File: src/rtl/dummy_arbiter.sv
// Round-robin arbiter sharing one coprocessor between NUM_REQ requesters; an ID FIFO routes results back.
// Define DUMMY_ARBITER_MODE_FENCE_EN to keep requests of a different mode out until in-flight ops drain.
package dummy_arbiter_pkg;
  typedef enum logic [0:0] {
    MODE_PIPE = 1'b0,
    MODE_ITER = 1'b1
  } coproc_ctl_t;
endpackage

module dummy_arbiter
  import dummy_arbiter_pkg::*;
#(
  parameter int NUM_REQ  = 2,
  parameter int DATA_W   = 32,
  parameter int ID_DEPTH = 4
) (
  input  logic                             clk_i,
  input  logic                             rst_ni,
  input  logic                             flush_i,
  input  logic        [NUM_REQ-1:0]             req_valid_i,
  output logic        [NUM_REQ-1:0]             req_ready_o,
  input  coproc_ctl_t [NUM_REQ-1:0]             req_ctl_i,
  input  logic        [NUM_REQ-1:0][DATA_W-1:0] req_op_i,
  output logic        [NUM_REQ-1:0]             rsp_valid_o,
  input  logic        [NUM_REQ-1:0]             rsp_ready_i,
  output logic        [DATA_W-1:0]              rsp_res_o,
  output logic                             cop_valid_o,
  input  logic                             cop_ready_i,
  output coproc_ctl_t                      cop_ctl_o,
  output logic        [DATA_W-1:0]              cop_op_o,
  input  logic                             cop_valid_i,
  output logic                             cop_ready_o,
  input  logic        [DATA_W-1:0]              cop_res_i
);

  localparam int IDX_W = (NUM_REQ > 1) ? $clog2(NUM_REQ) : 1;
  localparam int AW    = (ID_DEPTH > 1) ? $clog2(ID_DEPTH) : 1;

  localparam logic [0:0] ST_ARB  = 1'b0;
  localparam logic [0:0] ST_HOLD = 1'b1;

  logic [0:0]         state_q;
  logic [IDX_W-1:0]   lock_q;
  logic [IDX_W-1:0]   rr_q;
  logic [IDX_W-1:0]   grant_idx;
  logic               grant_vld;
  logic [IDX_W:0]     rr_sum;
  logic [IDX_W-1:0]   cand;
  logic [NUM_REQ-1:0] fence_ok;
  logic [NUM_REQ-1:0] issuable;

  logic [IDX_W-1:0]   id_mem [ID_DEPTH];
  logic [AW-1:0]      wr_q;
  logic [AW-1:0]      rd_q;
  logic [AW:0]        cnt_q;
  logic               fifo_full;
  logic               fifo_empty;
  logic               push;
  logic               pop;
  logic [IDX_W-1:0]   head;

  // Full/empty come from registered occupancy, so a same-cycle pop never frees a slot early.
  assign fifo_full  = (cnt_q == (AW + 1)'(ID_DEPTH));
  assign fifo_empty = (cnt_q == '0);
  assign head       = id_mem[rd_q];

`ifdef DUMMY_ARBITER_MODE_FENCE_EN
  coproc_ctl_t mode_q;

  always_comb begin
    for (int i = 0; i < NUM_REQ; i++) begin
      fence_ok[i] = fifo_empty || (req_ctl_i[i] == mode_q);
    end
  end

  always_ff @(posedge clk_i or negedge rst_ni) begin
    if (!rst_ni) begin
      mode_q <= MODE_PIPE;
    end else if (push) begin
      mode_q <= cop_ctl_o;
    end
  end
`else
  assign fence_ok = '1;
`endif

  assign issuable = req_valid_i & fence_ok & {NUM_REQ{~fifo_full}};

  // NOTE: every signal assigned in always_comb gets a default first, otherwise a latch is inferred.
  always_comb begin
    grant_vld = 1'b0;
    grant_idx = rr_q;
    rr_sum    = '0;
    cand      = '0;
    if (state_q == ST_HOLD) begin
      grant_vld = 1'b1;
      grant_idx = lock_q;
    end else begin
      for (int k = 0; k < NUM_REQ; k++) begin
        rr_sum = {1'b0, rr_q} + (IDX_W + 1)'(k);
        if (rr_sum >= (IDX_W + 1)'(NUM_REQ)) rr_sum = rr_sum - (IDX_W + 1)'(NUM_REQ);
        cand = rr_sum[IDX_W-1:0];
        if (!grant_vld && issuable[cand]) begin
          grant_vld = 1'b1;
          grant_idx = cand;
        end
      end
    end
  end

  assign cop_valid_o = grant_vld;
  assign cop_ctl_o   = req_ctl_i[grant_idx];
  assign cop_op_o    = req_op_i[grant_idx];
  assign push        = grant_vld && cop_ready_i;

  always_comb begin
    req_ready_o = '0;
    if (push) req_ready_o[grant_idx] = 1'b1;
  end

  // Responses return in issue order; only the FIFO head may see the coprocessor result.
  always_comb begin
    rsp_valid_o = '0;
    cop_ready_o = 1'b0;
    if (!fifo_empty) begin
      rsp_valid_o[head] = cop_valid_i;
      cop_ready_o       = rsp_ready_i[head];
    end
  end

  assign rsp_res_o = cop_res_i;
  assign pop       = cop_valid_i && cop_ready_o;

  // NOTE: sequential state uses non-blocking assignments so every register samples pre-edge values.
  always_ff @(posedge clk_i or negedge rst_ni) begin
    if (!rst_ni) begin
      state_q <= ST_ARB;
      lock_q  <= '0;
      rr_q    <= '0;
      wr_q    <= '0;
      rd_q    <= '0;
      cnt_q   <= '0;
    end else if (flush_i) begin
      state_q <= ST_ARB;
      rr_q    <= '0;
      wr_q    <= '0;
      rd_q    <= '0;
      cnt_q   <= '0;
    end else begin
      case (state_q)
        ST_ARB: begin
          if (grant_vld && !cop_ready_i) begin
            state_q <= ST_HOLD;
            lock_q  <= grant_idx;
          end
        end
        ST_HOLD: begin
          if (cop_ready_i) state_q <= ST_ARB;
        end
        default: state_q <= ST_ARB;
      endcase

      if (push) begin
        wr_q <= wr_q + 1'b1;
        rr_q <= (grant_idx == IDX_W'(NUM_REQ - 1)) ? '0 : grant_idx + 1'b1;
      end
      if (pop) rd_q <= rd_q + 1'b1;

      if (push && !pop) begin
        cnt_q <= cnt_q + 1'b1;
      end else if (pop && !push) begin
        cnt_q <= cnt_q - 1'b1;
      end
    end
  end

  // NOTE: the ID storage has no reset; entries are only meaningful below cnt_q, which is reset.
  always_ff @(posedge clk_i) begin
    if (push) id_mem[wr_q] <= grant_idx;
  end

endmodule
File: config.mk
export PLATFORM = sky130hd
export DESIGN_NAME = dummy_arbiter
export DESIGN_NICKNAME = d
export VERILOG_FILES = /design/src/rtl/dummy_arbiter.sv
export SDC_FILE = /design/constraint.sdc
export NUM_CORES = 1
export LEC_CHECK = 0
export ABC_AREA = 1
export ABC_CLOCK_PERIOD_IN_PS = 2280
export CAP_MARGIN = 5
export CORE_ASPECT_RATIO = 0.8
export CORE_UTILIZATION = 25
export CTS_CLUSTER_SIZE = 20
export DETAILED_ROUTE_END_ITERATION = 8
export GPL_TIMING_DRIVEN = 0
export HOLD_SLACK_MARGIN = 0.1
export PLACE_DENSITY_LB_ADDON = 0.1
export SLEW_MARGIN = 20
export SYNTH_ARGS = -nofsm -noshare
export SYNTH_HDL_FRONTEND = slang
export SYNTH_SLANG_ARGS = --single-unit
File: constraint.sdc
create_clock -name clk_i -period 2.28 [get_ports clk_i]
set_clock_uncertainty 0.15 [all_clocks]
set_input_delay 0.342 -clock clk_i [delete_from_list [all_inputs] [get_ports clk_i]]
set_output_delay 0.342 -clock clk_i [all_outputs]
set_load 0.005 [all_outputs]
==> results of run 1 <==
==> flip-flops by register name, indices dropped and copies added (netlist names) <==
| name | count |
|---|---|
| id_mem | 4 |
| rd_q | 2 |
| rr_q | 1 |
| state_q | 1 |
| lock_q | 1 |
| cnt_q | 3 |
| wr_q | 2 |
==> synth_stat cells (all sizes together) <==
master	number
a211oi	1
a21oi	2
buf	39
dfrtp	10
edfxtp	4
fa	1
ha	4
inv	21
nand2	124
nand3	9
nand4	3
nor2	19
nor3	1
o211ai	1
o21ai	5
or2	1
xnor2	1
==> worst max-delay path, delay by kind of cell (launching register included) <==
kind            cells  cell delay (ns)
flops               1             0.38
simple gates        5             0.38
buf+inv             5             0.74
compound gates      2             0.15
==> repair_timing <==
item / CTS / global route
gates resized for setup: 126 / 59
buffers inserted: 29 / 11
setup endpoints to repair: 36 / 41
cloned: 5 / 0
pin swaps: 7 / 11
==> area by class of cell <==
| type | instances | area [µm²] |
|---|---|---|
| fillers | 532 | 2380 |
| flip-flops and latches | 14 | 370 |
| inverters | 21 | 83.8 |
| multi-input cells | 173 | 917 |
| clock buffers | 4 | 45.0 |
| plain buffers | 39 | 323 |
| well taps | 81 | 101 |
| repair buffers | 187 | 1690 |
==> through the flow <==
step | util | setup slack (ns) | cells | TNS [ns] | hold slack [ns]
after CTS | 0.569 | -0.193 | 510 | -0.760 | 0.288
after global routing | 0.597 | -0.196 | 519 | -2.51 | 0.305
after global placement | 0.521 | -0.409 | 472 | -12.95 | 0.315
after floorplan | - | 0.131 | 246 | 0 | -0.104
after detailed placement | 0.521 | -0.428 | 472 | -13.61 | 0.328
final | 0.597 | -0.0982 | 519 | -0.564 | 0.269
==> power groups by stage <==
stage               sequential (mW)  combinational [mW]  clock, mW
floorplan                     0.343               0.523          0
global placement              0.352                1.11          0
detailed placement            0.351                1.11          0
CTS                           0.338                1.31      0.209
global route                  0.347                1.58      0.222
finish                        0.341                1.45      0.211
==> path summary, 6_finish.rpt <==
path	slack (ns)	endpoint	cells past startpoint
hold reg to reg	0.34	lock_q	2
setup / recovery	-0.1	cop_op_o[7]	12
max in group asynchronous	1.38	wr_q[0]	1
hold / removal	0.27	cnt_q[0]	1
setup reg to reg	0.06	cnt_q[2]	16
min in group clk_i	0.34	lock_q	2
==> cells by family after synthesis <==
kind of cell               synth area share
DFF                                   0.242
buffers and inverters                 0.252
xor gates and xnor gates            0.00573
adders and majority gates            0.0459
AOI/OAI and AO/OA                    0.0385
and+or+nand+nor                       0.415
==> layer usage <==
metal,share of wire,wire length (µm)
met3,0.077,458
met4,0.014,85
met2,0.55,3290
met1,0.36,2140
met5,0,0
==> flow_summary.json, run 1 <==
{
  "fin_nets": 551,
  "final_area_um2": 3530,
  "fin_crit_sh": 1.04,
  "switchingPower_uw": 742,
  "seqPwrFrac": 0.170,
  "core_region_area_um2": 5910,
  "finalHoldViolCount": 0,
  "slew_viol_final": 0,
  "drive_gt1_frac": 0.349,
  "outcome": "complete, but fails checks",
  "dp_hpwl_um": 4440,
  "timing.final.ws_setup_ns": -0.0982,
  "path_max_fanout": 5,
  "yosys_warnings": 0,
  "post_drt_wl_per_cell_um": 11.5,
  "yosys.area.top_type_share": 0.297,
  "grt_busiest_layer": "met2",
  "path_clk_slew_ns": 0.06,
  "maxCapViolations": 0,
  "clock_path_buffers": 2,
  "vias": 2109,
  "ys_seq_area_frac": 0.242,
  "worstPathArrival_ns": 1.89,
  "use_met3": 0.0512,
  "syn-instance-count": 246,
  "mostFrequentLayoutCell": "clkdlybuf4s50_1",
  "port_buffers": 145,
  "synth_cell_types": 24,
  "yosysTopAreaCell": "nand2_1",
  "wirelength_um": 5970,
  "antenna_found_initial": 0,
  "gp_congestion": 0.749,
  "synth_seq_cells": 14,
  "grt_max_degree": 11,
  "grt_pass1_wl_um": 8720,
  "cts-hold-fix-buffers": 0,
  "start_util": 0.258,
  "ir_drop_mv": 0.207,
  "track_usage": 0.174,
  "swShare": 0.370,
  "syn_area_um2": 1530,
  "comb_power_share": 0.725,
  "root_buffer": "clkbuf_8",
  "drc_errors": 0,
  "dieArea_um2": 6430,
  "synthesis.nets": 358,
  "violations": "setup timing",
  "setup_viol": 18,
  "syn_avg_cell_area_um2": 6.21,
  "first_pass_iters": 5,
  "cts_max_level": 1,
  "p_int_mw": 1.26,
  "cp_data_required_time_ns": 1.79,
  "cts_buffers": 3,
  "met1_usage": 0.190,
  "ios": 178,
  "insertion_delay_ns": 0.25,
  "syn2layout_area_growth_pct": 131,
  "max_stage_delay_ns": 0.38,
  "crit_path_end_kind": "primary output",
  "setup.worst_path.class": "reg -> out",
  "fp-row-count": 25,
  "fmax_mhz": 420,
  "leakagePower_nw": 1.86,
  "cts_tree": "done",
  "path_cells": "inv_2 -> nand3_4 -> nand2_4 -> o21ai_4 -> o211ai_4 -> nand2_4 -> buf_4 -> buf_4 -> buf_6 -> nand2_1 -> nand2_1 -> dlygate4sd2_1",
  "rsz0062_at_grt": "true",
  "die_x_um": 89.4,
  "maxSlewHeadroom": 0.682,
  "setup.worst_path.start": "cnt_q[0]",
  "hp-class": "in -> async",
  "cts_sinks": 14,
  "antenna_left": 0,
  "via_per_inst": 4.06,
  "grt-ovfl-total": 0,
  "first_iter_violations": 64,
  "cpMaxStageDelayCell": "dfrtp_1",
  "power_density_nw_per_um2": 568,
  "layout_common_cells": "clkdlybuf4s50_1, nand2_1, buf_4",
  "cp-start-kind": "register",
  "use_met2": 0.320,
  "clkPwrFrac": 0.105,
  "finalCriticalPeriod_ns": 2.38,
  "fp.dieH_um": 71.9,
  "insertedDiodeCount": 0,
  "rr_startpoint": "cnt_q[0]",
  "postPlaceCellArea_um2": 3080,
  "grt_pass1_vias": 1999,
  "ys_top_cells_by_area": "nand2_1, buf_4, dfrtp_1, edfxtp_1, inv_1",
  "tightest_slew_ns": 0.476,
  "p_total_mw": 2.00
}
Note: power is estimated with default switching activity, not from simulation.
==> run 2, diff against run 1 <==
--- a/config.mk
+++ b/config.mk
@@ -6,10 +6,11 @@
 export NUM_CORES = 1
 export LEC_CHECK = 0
 export ABC_AREA = 1
-export ABC_CLOCK_PERIOD_IN_PS = 2280
+export ABC_CLOCK_PERIOD_IN_PS = 2500
 export CAP_MARGIN = 5
-export CORE_ASPECT_RATIO = 0.8
-export CORE_UTILIZATION = 25
+export CELL_PAD_IN_SITES_DETAIL_PLACEMENT = 2
+export CELL_PAD_IN_SITES_GLOBAL_PLACEMENT = 2
+export CORE_UTILIZATION = 11
 export CTS_CLUSTER_SIZE = 20
 export DETAILED_ROUTE_END_ITERATION = 8
 export GPL_TIMING_DRIVEN = 0
==> constraint.sdc (replaced) <==
create_clock -name clk_i -period 2.5 [get_ports clk_i]
set_clock_uncertainty 0.15 [all_clocks]
set_input_delay 0.375 -clock clk_i [delete_from_list [all_inputs] [get_ports clk_i]]
set_output_delay 0.375 -clock clk_i [all_outputs]
set_load 0.005 [all_outputs]
==> run 2 against run 1 <==
Effect of this change: the run now ends clean; sequential cell count did not move; core utilization fell by 34 points; sequential power fell by 7.6%; total power fell by 8.2%; final cell count rose by 14%; setup slack improved by 0.13 ns; critical path depth did not move; via count rose by 2.0%; register-to-register slack improved by 0.14 ns; hold slack improved by 0.061 ns; non-clock buffer count fell by 21; highest routed layer unchanged.
==> flow_summary.json, run 2 (same netlist as run 1, synthesis figures left out) <==
{
  "layout_common_cells": "nand2_1, clkdlybuf4s50_1, buf_4",
  "swShare": 0.352,
  "finalCriticalPeriod_ns": 2.46,
  "power_density_nw_per_um2": 532,
  "via_per_inst": 3.64,
  "fin_nets": 529,
  "die_x_um": 120,
  "path_cells": "inv_2 -> nand3_4 -> nand2_4 -> o21ai_2 -> o211ai_2 -> nand2_4 -> buf_4 -> buf_8 -> buf_4 -> nand2_1 -> nand2_1 -> dlygate4sd2_1",
  "path_max_fanout": 8,
  "critical_path.top_delay_family": "buffers and inverters",
  "cpMaxStageDelayCell": "dfrtp_1",
  "rsz0062_at_grt": "true",
  "core_region_area_um2": 13400,
  "syn2layout_area_growth_pct": 127,
  "regMostFlops": "id_mem",
  "finalNonFillerCells": 592,
  "grt_max_degree": 11,
  "fmax_mhz": 406,
  "setup.worst_path.class": "reg -> out",
  "clock_path_buffers": 2,
  "maxCapViolations": 0,
  "maxUsedRoutingLayer": "met4",
  "p_int_mw": 1.19,
  "comb_power_share": 0.646,
  "drc_errors": 0,
  "maxSlewHeadroom": 0.646,
  "placed_cells": 567,
  "cts_max_level": 1,
  "fp.dieH_um": 120,
  "insertedDiodeCount": 0,
  "wl_met2_um": 3600,
  "cts_sinks": 14,
  "cts_buffers": 3,
  "crit_buf_inv": 5,
  "path_clk_slew_ns": 0.05,
  "drive_gt1_frac": 0.248,
  "grt-ovfl-total": 0,
  "leakagePower_nw": 1.72,
  "top_regs": "id_mem: 4 flops, cnt_q: 3 flops",
  "worstPathArrival_ns": 1.94,
  "insertion_delay_ns": 0.25,
  "wirelength_um": 7170,
  "first_pass_iters": 3,
  "antenna_found_initial": 0,
  "fin_crit_sh": 0.986,
  "hp-class": "in -> async",
  "vias": 2152,
  "cts_tree": "done",
  "switchingPower_uw": 648,
  "ios": 178,
  "wl_met3_um": 1190,
  "p_total_mw": 1.84,
  "reg2reg_slack_ns": 0.20,
  "antenna_left": 0,
  "cp-start-kind": "register",
  "met1_length_um": 2320,
  "dp_hpwl_um": 5940,
  "root_buffer": "clkbuf_16",
  "fp-row-count": 42,
  "r2r_end": "cnt_q[2]",
  "r2r_cells": 15,
  "max_stage_delay_ns": 0.40,
  "grt_pass1_vias": 2264,
  "dieArea_um2": 14400,
  "mostFrequentLayoutCell": "nand2_1",
  "cp_data_required_time_ns": 1.98,
  "tightest_slew_ns": 0.529,
  "setup_viol": 0,
  "first_iter_violations": 26,
  "gp_congestion": 0.660,
  "track_usage": 0.0960,
  "finalHoldViolCount": 0,
  "slew_viol_final": 0,
  "post_drt_wl_per_cell_um": 12.1,
  "start_util": 0.114,
  "rr_startpoint": "rd_q[0]",
  "port_buffers": 145,
  "clkPwrFrac": 0.183,
  "grt_pass1_wl_um": 10900,
  "cts-hold-fix-buffers": 0,
  "ir_drop_mv": 0.182,
  "seqPwrFrac": 0.171,
  "crit_path_end_kind": "primary output",
  "largest_reg_flops": 4,
  "outcome": "finished, final reports clean"
}
## run 2: cell types whose count changed in the layout (fill, tap and decap cells not counted), sizes merged, moves of 3 or more
cell           before  now
dlygate4sd2         5   12
buf               102   66
clkbuf             12   16
dlymetal6s2s        5    2
clkdlybuf4s15       1    4
clkdlybuf4s50     105  108
## run 2: area by class of cell
| class | count | area (µm²) |
|---|---|---|
| Fill cell | 1608 | 9940 |
| Timing Repair Buffer | 166 | 1540 |
| Multi-Input combinational cell | 172 | 815 |
| Sequential cell | 14 | 370 |
| Buffer | 39 | 338 |
| Tap cell | 176 | 220 |
| Clock buffer | 4 | 88.8 |
| Inverter | 21 | 86.3 |
## run 2: power groups by stage
stage,combinational [mW],clock [mW],sequential (mW)
after detailed placement,1.06,0,0.327
after CTS,1.15,0.345,0.317
final,1.19,0.337,0.315
after floorplan,0.477,0,0.312
after global routing,1.33,0.351,0.322
after global placement,1.05,0,0.325
## run 2: repair_timing
item / CTS / global route
gates cloned: 1 / 0
setup buffers: 11 / 9
pin swaps: 3 / 4
gates resized for setup: 70 / 42
setup endpoints to repair: 36 / 11
## run 2: per-layer routing
layer / vias up / GRT usage
met5: - / 0
met4: 0 / 0.0203
met1: 998 / 0.0924
li1: 1053 / -
met3: 4 / 0.0665
met2: 97 / 0.167
## run 2: worst max path at each step
stage | startpoint | endpoint | slack (ns) | cells past startpoint
2_1_floorplan | cnt_q[0] | cnt_q[2] | 0.35 | 15
3_3_place_gp | req_valid_i[1] | cop_op_o[25] | -0.30 | 9
3_5_place_dp | req_valid_i[1] | cop_op_o[25] | -0.31 | 9
4_1_cts | cnt_q[0] | cop_op_o[26] | -0.11 | 10
5_1_grt | cnt_q[0] | cop_op_o[12] | -0.1 | 12
6_report | cnt_q[0] | cop_op_o[18] | 0.04 | 12
## run 2: per-stage QoR
step	hold WS, ns	util	area [µm²]	worst slack (ns)	TNS, ns
floorplan	-0.0706	-	1530	0.351	0
global placement	0.310	0.239	3200	-0.296	-8.59
detailed placement	0.331	0.239	3200	-0.307	-8.92
CTS	0.344	0.253	3390	-0.110	-0.217
global route	0.369	0.258	3460	-0.0951	-0.370
finish	0.330	0.258	3460	0.0353	0
